File: src/rtl/axi_master_pkg.sv
// Shared types, AXI response codes and strobe/size helpers for the AXI burst master.
package axi_master_pkg;

   localparam int unsigned AXI_ID_BITS = 4;

   localparam logic [1:0] BURST_INC = 2'b01;

   localparam logic [2:0] OP_SB = 3'b000;
   localparam logic [2:0] OP_SH = 3'b001;
   localparam logic [2:0] OP_SW = 3'b010;

   localparam logic [1:0] AXI_RESP_OKAY   = 2'b00;
   localparam logic [1:0] AXI_RESP_EXOKAY = 2'b01;
   localparam logic [1:0] AXI_RESP_SLVERR = 2'b10;
   localparam logic [1:0] AXI_RESP_DECERR = 2'b11;

   localparam int unsigned IDLE_BIT = 0;
   localparam int unsigned AR_BIT   = 1;
   localparam int unsigned R_BIT    = 2;
   localparam int unsigned WR_BIT   = 3;
   localparam int unsigned B_BIT    = 4;

   typedef enum logic [4:0] {
      S_IDLE = 5'(1 << IDLE_BIT),
      S_AR   = 5'(1 << AR_BIT),
      S_R    = 5'(1 << R_BIT),
      S_WR   = 5'(1 << WR_BIT),
      S_B    = 5'(1 << B_BIT)
   } state_t;

   function automatic logic [2:0] full_size(input int unsigned data_w);
      return (data_w == 64) ? 3'd3 : 3'd2;
   endfunction

   function automatic logic [2:0] size_of(input logic [2:0] func3, input logic single,
                                          input int unsigned data_w);
      logic [2:0] s;
      s = full_size(data_w);
      if (single) begin
         case (func3)
            OP_SB:   s = 3'd0;
            OP_SH:   s = 3'd1;
            OP_SW:   s = 3'd2;
            default: s = full_size(data_w);
         endcase
      end
      return s;
   endfunction

   // Result is 8 lanes wide; callers keep the low data_w/8 lanes.
   function automatic logic [7:0] strb_gen(input logic [2:0] func3, input logic [2:0] addr,
                                           input int unsigned data_w);
      logic [7:0] s;
      if (data_w == 64) begin
         case (func3)
            OP_SB:   s = 8'h01 << addr;
            OP_SH:   s = 8'h03 << {addr[2:1], 1'b0};
            OP_SW:   s = 8'h0F << {addr[2], 2'b00};
            default: s = '1;
         endcase
      end else begin
         case (func3)
            OP_SB:   s = 8'h01 << addr[1:0];
            OP_SH:   s = 8'h03 << {addr[1], 1'b0};
            default: s = 8'h0F;
         endcase
      end
      return s;
   endfunction

endpackage

File: src/rtl/axi_master_burst_wstrb_gen.sv
// Combinational WSTRB/AWSIZE generator: narrow stores for single beats, full width for bursts.
module axi_wstrb_gen
   import axi_master_pkg::*;
#(
   parameter int unsigned DATA_W = 32
) (
   input  logic [2:0]          func3,
   input  logic [2:0]          addr,
   input  logic                single,
   output logic [DATA_W/8-1:0] strb,
   output logic [2:0]          size
);

   localparam int unsigned STRB_W = DATA_W / 8;

   always_comb begin
      strb = '1;
      if (single)
         strb = STRB_W'(strb_gen(func3, addr, DATA_W));
      size = size_of(func3, single, DATA_W);
   end

endmodule

File: src/rtl/axi_master_burst.sv
// AXI4 burst master: latches one request, runs AR/R or concurrent AW+W then B, reports done/err.
module axi_master_burst
   import axi_master_pkg::*;
#(
   parameter logic [AXI_ID_BITS-1:0] MASTER_ID = '0,
   parameter int unsigned            DATA_W    = 32,
   parameter int unsigned            ADDR_W    = 32,
   parameter int unsigned            MAX_LEN   = 16
) (
   input  logic                   clk,
   input  logic                   rstn,
   input  logic                   req_valid,
   output logic                   req_ready,
   input  logic                   req_write,
   input  logic [ADDR_W-1:0]      req_addr,
   input  logic [7:0]             req_len,
   input  logic [2:0]             req_type,
   input  logic                   wd_valid,
   output logic                   wd_ready,
   input  logic [DATA_W-1:0]      wd_data,
   output logic                   rd_valid,
   output logic [DATA_W-1:0]      rd_data,
   output logic                   rd_last,
   output logic                   done,
   output logic                   err,
   output logic [AXI_ID_BITS-1:0] awid,
   output logic [ADDR_W-1:0]      awaddr,
   output logic [7:0]             awlen,
   output logic [2:0]             awsize,
   output logic [1:0]             awburst,
   output logic                   awvalid,
   input  logic                   awready,
   output logic [DATA_W-1:0]      wdata,
   output logic [DATA_W/8-1:0]    wstrb,
   output logic                   wlast,
   output logic                   wvalid,
   input  logic                   wready,
   input  logic [1:0]             bresp,
   input  logic                   bvalid,
   output logic                   bready,
   output logic [AXI_ID_BITS-1:0] arid,
   output logic [ADDR_W-1:0]      araddr,
   output logic [7:0]             arlen,
   output logic [2:0]             arsize,
   output logic [1:0]             arburst,
   output logic                   arvalid,
   input  logic                   arready,
   input  logic [DATA_W-1:0]      rdata,
   input  logic [1:0]             rresp,
   input  logic                   rlast,
   input  logic                   rvalid,
   output logic                   rready
);

   localparam int unsigned CNT_W = $clog2(MAX_LEN) + 1;

   state_t            state, state_nxt;
   logic [ADDR_W-1:0] addr_q;
   logic [7:0]        len_q;
   logic [2:0]        type_q;
   logic [CNT_W-1:0]  cnt;
   logic              aw_done, w_done, err_sticky;
   logic              beat_last, aw_fire, w_fire, r_bad;
   logic [DATA_W/8-1:0] w_strb;
   logic [2:0]        w_size;

   axi_wstrb_gen #(.DATA_W(DATA_W)) u_wstrb_gen (
      .func3  (type_q),
      .addr   (addr_q[2:0]),
      .single (len_q == 8'd0),
      .strb   (w_strb),
      .size   (w_size)
   );

   assign beat_last = (32'(cnt) == 32'(len_q));
   assign r_bad     = (rresp != AXI_RESP_OKAY) || (rlast != beat_last);

   assign awid    = MASTER_ID;
   assign arid    = MASTER_ID;
   assign awaddr  = addr_q;
   assign araddr  = addr_q;
   assign awlen   = len_q;
   assign arlen   = len_q;
   assign awburst = BURST_INC;
   assign arburst = BURST_INC;
   assign awsize  = w_size;
   assign arsize  = full_size(DATA_W);
   assign wdata   = wd_data;
   assign wstrb   = w_strb;
   assign rd_data = rdata;

   always_ff @(posedge clk or negedge rstn) begin
      if (!rstn) begin
         state      <= S_IDLE;
         addr_q     <= '0;
         len_q      <= '0;
         type_q     <= '0;
         cnt        <= '0;
         aw_done    <= 1'b0;
         w_done     <= 1'b0;
         err_sticky <= 1'b0;
      end else begin
         state <= state_nxt;
         case (state)
            S_IDLE: if (req_valid) begin
               addr_q     <= req_addr;
               len_q      <= req_len;
               type_q     <= req_type;
               cnt        <= '0;
               aw_done    <= 1'b0;
               w_done     <= 1'b0;
               err_sticky <= 1'b0;
            end
            S_R: if (rvalid) begin
               cnt <= cnt + CNT_W'(1);
               if (r_bad) err_sticky <= 1'b1;
            end
            S_WR: begin
               if (aw_fire) aw_done <= 1'b1;
               if (w_fire) begin
                  cnt <= cnt + CNT_W'(1);
                  if (beat_last) w_done <= 1'b1;
               end
            end
            default: ;
         endcase
      end
   end

   always_comb begin
      state_nxt = state;
      req_ready = 1'b0;
      arvalid   = 1'b0;
      rready    = 1'b0;
      awvalid   = 1'b0;
      wvalid    = 1'b0;
      wlast     = 1'b0;
      wd_ready  = 1'b0;
      bready    = 1'b0;
      rd_valid  = 1'b0;
      rd_last   = 1'b0;
      done      = 1'b0;
      err       = 1'b0;
      aw_fire   = 1'b0;
      w_fire    = 1'b0;
      case (state)
         S_IDLE: begin
            req_ready = 1'b1;
            if (req_valid) state_nxt = req_write ? S_WR : S_AR;
         end
         S_AR: begin
            arvalid = 1'b1;
            if (arready) state_nxt = S_R;
         end
         S_R: begin
            rready = 1'b1;
            if (rvalid) begin
               rd_valid = 1'b1;
               rd_last  = rlast;
               if (rlast) begin
                  done      = 1'b1;
                  err       = err_sticky | r_bad;
                  state_nxt = S_IDLE;
               end
            end
         end
         S_WR: begin
            awvalid  = !aw_done;
            wvalid   = wd_valid && !w_done;
            wlast    = beat_last;
            wd_ready = wready && !w_done;
            aw_fire  = awvalid && awready;
            w_fire   = wvalid && wready;
            // Either channel may finish first; also covers both finishing this cycle.
            if ((aw_done || aw_fire) && (w_done || (w_fire && beat_last)))
               state_nxt = S_B;
         end
         S_B: begin
            bready = 1'b1;
            if (bvalid) begin
               done      = 1'b1;
               err       = (bresp != AXI_RESP_OKAY);
               state_nxt = S_IDLE;
            end
         end
         default: state_nxt = S_IDLE;
      endcase
   end

   len_in_range: assert property (@(posedge clk) disable iff (!rstn)
      (req_valid && req_ready) |-> (32'(req_len) <= MAX_LEN - 1));

endmodule

File: config.mk
export PLATFORM = sky130hd
export DESIGN_NAME = axi_master_burst
export DESIGN_NICKNAME = d
export VERILOG_FILES = /design/src/rtl/axi_master_pkg.sv /design/src/rtl/axi_master_burst_wstrb_gen.sv /design/src/rtl/axi_master_burst.sv
export SDC_FILE = /design/constraint.sdc
export NUM_CORES = 1
export LEC_CHECK = 0
export ABC_CLOCK_PERIOD_IN_PS = 4500
export BUFFER_PORTS_ARGS = -buffer_cell sky130_fd_sc_hd__buf_2
export CORE_AREA = 2 2 116 118
export CTS_CLUSTER_SIZE = 24
export DETAILED_ROUTE_END_ITERATION = 16
export DIE_AREA = 0 0 118 120
export HOLD_SLACK_MARGIN = 0.02
export PLACE_DENSITY = 0.68
export SLEW_MARGIN = 20
export SYNTH_ARGS = -nofsm -noshare
export SYNTH_HDL_FRONTEND = slang
export SYNTH_HIERARCHICAL = 1
export SYNTH_SLANG_ARGS = --single-unit
export TNS_END_PERCENT = 50
File: constraint.sdc
create_clock -name clk -period 4.5 [get_ports clk]
set_input_delay 0.675 -clock clk [delete_from_list [all_inputs] [get_ports clk]]
set_output_delay 0.675 -clock clk [all_outputs]
set_load 0.01 [all_outputs]
==> impl_metrics.yaml <==
final_layout:
  fin_nets: 504
  diodes: 0
  finalNonFillerCells: 557
  drive_gt1_share_pct: 57.74
  area_growth_pct: 7.828
  final_cell_mix: "buf_2, dfrtp_1, mux2_2, conb_1, nand2_1"
  final_common_cell: "buf_2"
timing:
  maxSlewHeadroom_pct: 54.69
  rsz0062_at_grt: "no"
  fmax_mhz: 356.5
  hold_slack_ps: 411.4
  tightest_slew_ps: 679.6
  post-route-period-util_pct: 62.34
  clock-skew-final_ps: 6.103
  setup_viol: 0
  timing_hold_violations_final: 0
  setup_slack_ps: 1695
  final.setup.tns_ps: 0
  drv_slew: 0
  period_needed_ps: 2805
global_routing:
  use_met2_pct: 18.50
  grt_pass1_wl_mm: 12.50
  antenna_found_initial: 0
  busiest_layer: "met2"
  grt_max_degree: 46
  use_met3_pct: 5.894
  grt_use_met1_pct: 11.97
  grt_pass1_vias: 2398
  grt_overflow: 0
  grt_use_total_pct: 11.25
synthesis:
  syn_area_mm2: 0.003485
  ys_seq_area_share_pct: 40.25
  synth_flop_cell: "dfrtp_1"
  synth-simple-area-share_pct: 9.659
  synth_fa_ha_area_share_pct: 0.3591
  synth_mux_area_share_pct: 14.61
  postSynthAreaPerCell_um2: 10.53
  yosysWarnings: 6
  synth_edf_count: 0
  synthCells: 331
  synth_top_family_by_area: "buffers and inverters"
  synth-xor-area-share_pct: 1.508
  synth_cell_types: 47
  ys_ff_latch: 56
  synth-compound-area-share_pct: 5.278
  async_flop_share_pct: 100.0
floorplan:
  chipWidth_um: 118
  design.core.area_mm2: 0.01298
  io_pins: 300
  row_count: 42
  start_util_pct: 26.85
  die_y_um: 120
  die_area_mm2: 0.01416
clock_network:
  cts_setup_buffers: 0
  cts_made_buffers: 5
  cts_tree: "done"
  cts-root-buf: "clkbuf_16"
  cts_hold_buffers: 0
  clk_path_buf_depth: 2
  clock-sinks: 56
  ctsResizeCount: 0
  worstSkewPairLatency_ps: 300
  h-tree-depth: 2
  cts.clk_slew.worst_paths_ps: 70
power_and_ir_drop:
  powerDensity_mw_per_mm2: 700.7
  switchingPower_uw: 1031
  internal_power_uw: 1602
  sw_frac_of_total_pct: 39.15
  power_leakage_uw: 0.001832
  p_clk_share_pct: 15.5
  p_comb_share_pct: 48.3
  power_uw: 2633
  ir_drop_v: 0.0002668
  seqPwrFrac_pct: 36.2
placed_design:
  dp_slack_ps: 2039
  gp_congestion: 0.8283
  placedCellCount: 550
  dp_hpwl_mm: 6.368
  port-buffer-count: 155
drt:
  ant_nets: 0
  first_iter_violations: 53
  wl_mm: 7.942
  wl_per_cell_um: 14.26
  vias_per_cell: 4.316
  drc_errors: 0
  drtPass1Iterations: 4
  vias: 2404
worst_setup_path:
  reg2reg_depth: 3
  crit_required_ps: 3830
  reg2reg_slack_ps: 2390
  reg2reg_from: "state[3]"
  crit_path_end_kind: "primary output"
  r2r_end: "arlen[0]"
  cp-start-kind: "flip-flop"
  crit_type: "reg2out"
  cp.arrival_ps: 2130
  path_max_fanout: 5
hold_path:
  hold_path_class: "in2async"
run:
  maxCapViolations: 0
outcome:
  outcome: "completed"
[state kept, by name, summed over array words and instances (netlist names)]
register,flops
aw_done,1
cnt,5
w_done,1
arlen,8
type_q,3
err_sticky,1
state,5
araddr,32
[through the flow]
step | util (%) | area, um2
5_1_grt | 28.95 | 3757
3_5_place_dp | 27.74 | 3601
4_1_cts | 28.92 | 3754
6_report | 28.95 | 3757
2_1_floorplan | - | 3533
3_3_place_gp | 27.74 | 3601
[cell type report]
cell class	instances	area, um2
sequential	56	1403
tap	176	220.2
fill	1366	9223
multi-input combinational	152	1160
timing repair buffer	156	783.3
inverter	10	38.79
clock buffer	7	152.6
[logic make-up after synthesis]
kind of cell    after synthesis
compound gates               27
xor+xnor                      6
fa+ha+maj                     1
buf+inv                     136
flops                        56
mux                          45
other cells                   3
simple gates                 57
[power groups by stage]
| stage | clock network [uW] | logic (uW) | registers (uW) |
|---|---|---|---|
| 6_report | 408 | 1270 | 952 |
| 5_1_grt | 453 | 1380 | 998 |
| 4_1_cts | 433 | 1300 | 963 |
| 3_5_place_dp | 0 | 1290 | 972 |
| 3_3_place_gp | 0 | 1270 | 953 |
| 2_1_floorplan | 0 | 1010 | 1010 |
[cell usage after synthesis, types with 2 or more instances]
master,number,share of area (%)
buf_4,120,26
nor2b_1,3,0.54
dfrtp_1,55,39
nand2_1,13,1.4
nand3_1,4,0.57
a21oi_1,5,0.72
conb_1,3,0.32
and2_1,5,0.90
o22ai_1,2,0.36
or3_1,3,0.54
buf_2,5,0.72
mux2_2,43,14
or3_4,2,0.65
o21ai_0,10,1.4
nor3_1,5,0.72
a22o_1,2,0.50
nor2_1,7,0.75
xnor2_1,5,1.3
inv_1,9,0.97
or2_2,2,0.36
nor4_1,2,0.36
[worst max path at each step]
stage	depth (start not counted)	startpoint	endpoint	slack [ps]
after global placement	7	state[4]	err	2100
final	7	state[4]	err	1690
after global routing	7	state[4]	err	1550
after detailed placement	7	state[4]	err	2040
after floorplan	6	state[4]	err	2040
after CTS	7	state[4]	err	1680
[per-layer routing]
layer  part of all wire, %  up-vias
li1                      -     1064
met2                    49      164
met5                     0        -
met3                    11       32
met1                    36     1144
met4                   3.6        0
[critical path, stage by stage, from the launching register on]
cell and delay, ps:
dfrtp_1 420, or3_4 420, or2_2 350, inv_1 100
and2_1 150, nand2_1 90, o22ai_1 160, buf_2 150
Note: power is estimated with default switching activity, not from simulation.
